File: src/rtl/pra_pkg.sv
// rtl/pra_pkg.sv - shared constants and helpers for the pipelined ripple adder
//
// Purpose : default geometry of the adder and the chunk-width helper.
// Ports   : none (package).
package pra_pkg;

   localparam int PRA_WIDTH  = 16;
   localparam int PRA_STAGES = 4;

   // Bits handled by one pipeline stage.
   function automatic int chunk_width(input int width, input int stages);
      return width / stages;
   endfunction

endpackage

File: src/rtl/rca_slice.sv
// rtl/rca_slice.sv - combinational ripple-carry chunk
//
// Purpose : W-bit ripple-carry adder used as one pipeline stage's arithmetic.
// Ports   : a, b   - W-bit addends
//           cin    - carry into bit 0
//           sum    - W-bit sum
//           cout   - carry out of bit W-1
module rca_slice #(
   parameter int W = 4
) (
   input  logic [W-1:0] a,
   input  logic [W-1:0] b,
   input  logic         cin,
   output logic [W-1:0] sum,
   output logic         cout
);

   logic [W:0] c;

   always_comb begin
      c    = '0;
      sum  = '0;
      c[0] = cin;
      for (int i = 0; i < W; i++) begin
         sum[i]   = a[i] ^ b[i] ^ c[i];
         c[i + 1] = (a[i] & b[i]) | (c[i] & (a[i] ^ b[i]));
      end
   end

   assign cout = c[W];

endmodule

File: src/rtl/pipelined_ripple_adder.sv
// rtl/pipelined_ripple_adder.sv - valid/ready pipelined ripple-carry adder/subtractor
//
// Purpose : adds (a + b + cin) or subtracts (a - b) over STAGES pipeline
//           stages, each stage rippling WIDTH/STAGES bits.
// Ports   : clk, rst            - clock, synchronous active-high reset
//           in_valid, in_ready  - operand beat handshake
//           a, b, cin, sub      - operands, carry-in (add only), subtract select
//           out_valid, out_ready- result beat handshake
//           sum, cout           - result and raw MSB carry (1 = no borrow in sub)
//           ovf                 - signed overflow, only when PRA_OVF_EN is defined
module pipelined_ripple_adder
   import pra_pkg::*;
#(
   parameter int WIDTH  = PRA_WIDTH,
   parameter int STAGES = PRA_STAGES
) (
   input  logic             clk,
   input  logic             rst,
   input  logic             in_valid,
   output logic             in_ready,
   input  logic [WIDTH-1:0] a,
   input  logic [WIDTH-1:0] b,
   input  logic             cin,
   input  logic             sub,
   output logic             out_valid,
   input  logic             out_ready,
   output logic [WIDTH-1:0] sum,
`ifdef PRA_OVF_EN
   output logic             cout,
   output logic             ovf
`else
   output logic             cout
`endif
);

   localparam int CW = chunk_width(WIDTH, STAGES);
   // The last stage needs no operand skew registers.
   localparam int NQ = (STAGES > 1) ? STAGES - 1 : 1;

   logic             advance;

   // Inputs seen by each stage: stage 0 from the ports, stage k from stage k-1.
   logic [WIDTH-1:0] a_in  [STAGES];
   logic [WIDTH-1:0] b_in  [STAGES];
   logic [WIDTH-1:0] s_in  [STAGES];
   logic             c_in  [STAGES];
   logic             v_in  [STAGES];

   // Remaining operand bits are kept right-aligned so the next chunk is
   // always at bit 0; completed sum chunks accumulate in place.
   logic [WIDTH-1:0] a_q     [NQ];
   logic [WIDTH-1:0] b_q     [NQ];
   logic [WIDTH-1:0] sum_q   [STAGES];
   logic             carry_q [STAGES];
   logic             valid_q [STAGES];

   logic [CW-1:0]    s_chunk [STAGES];
   logic             c_chunk [STAGES];

   assign advance  = !valid_q[STAGES-1] || out_ready;
   assign in_ready = advance && !rst;

   always_comb begin
      a_in[0] = a;
      b_in[0] = sub ? ~b : b;
      c_in[0] = sub ? 1'b1 : cin;
      s_in[0] = '0;
      v_in[0] = in_valid;
      for (int k = 1; k < STAGES; k++) begin
         a_in[k] = a_q[k-1];
         b_in[k] = b_q[k-1];
         c_in[k] = carry_q[k-1];
         s_in[k] = sum_q[k-1];
         v_in[k] = valid_q[k-1];
      end
   end

   for (genvar k = 0; k < STAGES; k++) begin : g_stage
      rca_slice #(.W(CW)) u_slice (
         .a    (a_in[k][CW-1:0]),
         .b    (b_in[k][CW-1:0]),
         .cin  (c_in[k]),
         .sum  (s_chunk[k]),
         .cout (c_chunk[k])
      );
   end

`ifdef PRA_OVF_EN
   logic ovf_q;
`endif

   // A stall freezes every stage at once, so bubbles and beats keep their spacing.
   always_ff @(posedge clk) begin
      if (rst) begin
         for (int k = 0; k < STAGES; k++) begin
            valid_q[k] <= 1'b0;
            carry_q[k] <= 1'b0;
            sum_q[k]   <= '0;
         end
         for (int k = 0; k < NQ; k++) begin
            a_q[k] <= '0;
            b_q[k] <= '0;
         end
`ifdef PRA_OVF_EN
         ovf_q <= 1'b0;
`endif
      end else if (advance) begin
         for (int k = 0; k < STAGES; k++) begin
            valid_q[k] <= v_in[k];
            carry_q[k] <= c_chunk[k];
            sum_q[k]   <= s_in[k] | (WIDTH'(s_chunk[k]) << (CW * k));
         end
         for (int k = 0; k < STAGES - 1; k++) begin
            a_q[k] <= a_in[k] >> CW;
            b_q[k] <= b_in[k] >> CW;
         end
`ifdef PRA_OVF_EN
         // The last stage works on the top chunk, so its MSBs are the operand signs.
         ovf_q <= (a_in[STAGES-1][CW-1] == b_in[STAGES-1][CW-1]) &&
                  (s_chunk[STAGES-1][CW-1] != a_in[STAGES-1][CW-1]);
`endif
      end
   end

   assign out_valid = valid_q[STAGES-1];
   assign sum       = sum_q[STAGES-1];
   assign cout      = carry_q[STAGES-1];
`ifdef PRA_OVF_EN
   assign ovf       = ovf_q;
`endif

endmodule

File: config.mk
export PLATFORM = sky130hd
export DESIGN_NAME = pipelined_ripple_adder
export DESIGN_NICKNAME = d
export VERILOG_FILES = /design/src/rtl/pra_pkg.sv /design/src/rtl/rca_slice.sv /design/src/rtl/pipelined_ripple_adder.sv
export SDC_FILE = /design/constraint.sdc
export NUM_CORES = 1
export LEC_CHECK = 0
export ABC_AREA = 1
export BUFFER_PORTS_ARGS = -buffer_cell sky130_fd_sc_hd__buf_4
export CAP_MARGIN = 20
export CORE_ASPECT_RATIO = 1.5
export CORE_UTILIZATION = 40
export DETAILED_ROUTE_END_ITERATION = 7
export PLACE_DENSITY = 0.6
export SYNTH_ARGS = -nofsm -noshare
export SYNTH_HDL_FRONTEND = slang
export SYNTH_SLANG_ARGS = --single-unit
File: constraint.sdc
create_clock -name clk -period 8.1 [get_ports clk]
set_clock_uncertainty 0.2 [all_clocks]
set_input_delay 2.025 -clock clk [delete_from_list [all_inputs] [get_ports clk]]
set_output_delay 2.025 -clock clk [all_outputs]
set_load 0.005 [all_outputs]
# Word level (Yosys, flattened, before mapping)
# Memories as Yosys holds them, arrays and structs flattened.
# Cells that the tools add are included.
# Widths: inputs -> output; s select.
# totals
register_bits	0
mem_bits_rw	144
output_inout_bits	19
wordCells	136
mem_count	5
# op_classes
muxes	25
bitwise	102
n_reduce_logical	4
# mem_list
memory	words	word_bits	read_ports	rd_clocked_by_memory_dff	wr	line_no	rtl
sum_q	4	16	4	0	4	pipelined_ripple_adder.sv:53	logic [WIDTH-1:0] sum_q [STAGES];
a_q	3	12	3	0	3	pipelined_ripple_adder.sv:51	logic [WIDTH-1:0] a_q [NQ];
b_q	3	12	3	0	3	pipelined_ripple_adder.sv:52	logic [WIDTH-1:0] b_q [NQ];
carry_q	4	1	4	0	4	pipelined_ripple_adder.sv:54	logic carry_q [STAGES];
valid_q	4	1	4	0	4	pipelined_ripple_adder.sv:55	logic valid_q [STAGES];
# op_table
operator	n
$mux 16	5
$mux 12	6
$or 1x1->1	34
$and 1x1->1	32
$xor 1x1->1	32
$not 16->16	1
$or 16x12->16	1
$or 16x16->16	1
$or 16x8->16	1
$mux 1	14
$logic_not 1->1	2
$logic_and 1x1->1	1
$logic_or 1x1->1	1

# Logic depth before layout (Yosys ltp)
# logic_depth
word_depth	12
depth_mapped	12

# Cells and area by module
# Synthesis repeated with hierarchy kept, for this count alone.
# unflattened
hier_cells	405
area_unflattened_um2	4450.5
# by_module_without_submodules
module	instances	cells_each	area_per_inst_um2	seq_area_each_um2
pipelined_ripple_adder	1	349	3980.1	2882.8
rca_slice	4	14	117.6	0.0

# Worst setup path after synthesis
# OpenSTA, ideal clock, no wires.
# synth_timing
path_kind	input -> register
startpoint	in rst
endpoint	mem a_q[0][0] (netlist name) (enable)
arrival_time_ps	4211
required_time_ps	6759
setup_slack_ps	2548
path_stages	2
cell_sequence	inv_2 nand3_1
# synth_rtl
element	line_no	rtl
start, declared	pipelined_ripple_adder.sv:18	input logic rst,
end, declared	pipelined_ripple_adder.sv:51	

# Final worst setup path
# layout_timing
startpoint	in out_ready
endpoint	out in_ready
# layout_between
elab_chain_cells	2
# layout_lines
element	line_no	rtl
start, declared	pipelined_ripple_adder.sv:26	input logic out_ready,
$logic_or 1x1->1	pipelined_ripple_adder.sv:60	assign advance = !valid_q[STAGES-1] || out_ready;
$logic_and 1x1->1	pipelined_ripple_adder.sv:61	assign in_ready = advance && !rst;
end, declared	pipelined_ripple_adder.sv:20	output logic in_ready,
# Every way passes these cells.

==> reports/results.txt <==
Outcome - finished clean
H-tree levels - 3
Final min period - 4.960 ns
DR pass1 iterations - 4
Final setup viols - 0
Switching pwr - 235.5 uW
Commonest non-fill, non-tap cell in the layout - inv_1
Vias per cell - 3.933
Synthesized Nets - 433
CTS Root Cell - clkbuf_16
Max-Cap Viols - 0
Vias in the first global route - 2,126
Critical path arrival - 2.73 ns
Largest net degree at the start of global routing - 98
Relative slew slack - 63.63%
Clock buffer depth - 2
Final GP Congestion - 0.6616
Post-DP HPWL - 3158 um
Synthesized area per cell - 11.50 um2
Leak - 2.353 nW
Die width - 87.24 um
F_max - 201.6 MHz
CP Cell Sequence - buf_4 -> inv_2 -> nand2_1 -> nand2_4 -> inv_2 -> buf_4
Wirelength, routed - 5090 um
Die area - 11,330 um2
Hold WS - 0.3445 ns
Synth Register Bits - 96
Row count - 46
Worst Path Buf+Inv - 4
Area contributors post-synth - edfxtp_1 66%, inv_1 9.5%, fa_1 7.3%
Flop pwr share - 55.5%
Crit-path leading delay family - simple AND/OR/NAND/NOR gates
Crit Path Category - input pin to output pin
Number of diodes - 0
Power Density - 207.3 nW/um2
Sw Ratio - 21.82%
All-Layer GR Usage - 10.32%
Total Power - 1.080 mW
Worst-skew pair later-pin latency - 0.33 ns
Final worst-path cycle share - 61.23%
Post-CTS Setup Bufs - 0
TritonCTS clock tree - done
Yosys warnings - 0
Initial antenna violation count - 0
Unrepaired setup endpoints after global routing - no
Worst Hold Class - flop to flop
Worst slew pin tran - 0.5455 ns
Mapped Area - 4359 um2
I/O pin total - 57
Placed Cells - 567
Clock group share of total power - 35.2%
Starting Density - 41.16%
Iteration-0 DRC Markers - 111
Most frequent cells in the layout - 110 x inv_1, 96 x edfxtp_1, 68 x nor2_1
Synth top area share - 66.13%
Setup TNS - 0 ns
CTS sink cnt - 96
Cell variety after synth - 15
Max Slew Vio Count - 0
Nets - 490
Antenna Violating Nets Remaining - 0
CP Data Required Time - 5.88 ns
Grt ovf - 0
Startpoint class of the critical path - input pin
Yosys top cell by area - edfxtp_1
DIE HEIGHT - 129.9 um
Sequential area share after synthesis - 66.13%
Critical path fanouts, max - 20
Core box area - 10,590 um2
First-pass GRT wire length - 8790 um
Logic pwr share - 9.3%
Mapped Cells - 379
Area delta synth->final - 19.49%
Filler cells - 997
Final Instance Area - 5209 um2
Slowest stage delay, CP - 0.27 ns
DRC Markers - 0
PortBufs - 56
Slowest CP cell - nand2_4
Wire length per cell - 8.701 um
Finished Layout Cells - 585
VDD IR max - 97.37 uV
Layout cells sized above 1 - 24.72%
Clock transition at path regs - 0.06 ns
Internal - 844.0 uW
Total CTS buffers - 9
Final hold violations - 0
CTS Hold Bufs - 0
Crit path capture type - output pin
Placed cell area - 4878 um2
Vias - 2,301
Post-cts sizing count - 0
-- worst min-delay path, stage by stage (launching register included) --
cell and delay [ns]:
edfxtp_1 0.32, inv_1 0.04, nor2_1 0.08
-- sequential cells by signal, indices dropped and copies added (netlist names) --
name	cells
sum_q	40
b_q	24
valid_q	4
carry_q	4
a_q	24
-- path summary, 6_finish.rpt --
kind               startpoint      endpoint  slack [ns]  cells past startpoint
setup / recovery    out_ready      in_ready        3.14                      6
hold / removal    sum_q[1][5]   sum_q[2][5]        0.34                      2
setup reg to reg   a_q[0][24]  sum_q[3][15]        5.63                      8
hold reg to reg   sum_q[1][5]   sum_q[2][5]        0.34                      2
-- Yosys cell counts --
library cell / number
nand2_2: 1
buf_8: 3
xor2_1: 2
inv_2: 4
edfxtp_1: 96
buf_6: 1
buf_2: 7
xnor2_1: 2
fa_1: 16
nand3_1: 1
nor2_2: 29
nand2_1: 37
nor2_1: 68
buf_4: 2
inv_1: 110
-- final cells by class --
type	instances	area (um2)	area share, %
clock buffer	10	229.0	4.396
clock inverter	6	46.29	0.8888
inverter	114	427.9	8.215
multi-input combinational	156	959.7	18.42
sequential	96	2883	55.34
tap	144	180.2	3.459
timing repair buffer	59	483.0	9.272
-- metrics by stage --
stage	worst slack, ns	utilization [%]
2_1_floorplan	2.548	-
3_3_place_gp	2.551	46.07
6_report	3.140	49.18
5_1_grt	3.076	49.18
3_5_place_dp	2.524	46.07
4_1_cts	2.520	48.66
-- power groups by stage --
stage / Clock, mW / Sequential (mW) / Combinational [mW]
final: 0.380 / 0.599 / 0.100
after global routing: 0.411 / 0.603 / 0.117
after CTS: 0.392 / 0.600 / 0.101
after detailed placement: 0 / 0.611 / 0.101
after global placement: 0 / 0.610 / 0.0970
after floorplan: 0 / 0.610 / 0.0687
-- kinds of logic (layout without fill, tap and decap cells) --
| kind of cell | count (synthesis) | after routing | synth area share (%) |
|---|---|---|---|
| and+or+nand+nor | 136 | 136 | 13.46 |
| buffers and inverters | 127 | 189 | 12.26 |
| DFF | 96 | 96 | 66.13 |
| adders and majority gates | 16 | 16 | 7.348 |
| xor gates and xnor gates | 4 | 4 | 0.8038 |
-- metal layers --
layer,wire [um],global-route usage [%]
met1,2084,10.43
met2,2638,18.34
met4,161,7.811
met3,206,2.277
met5,0,0
No activity file was read; power rests on OpenSTA's default activity.
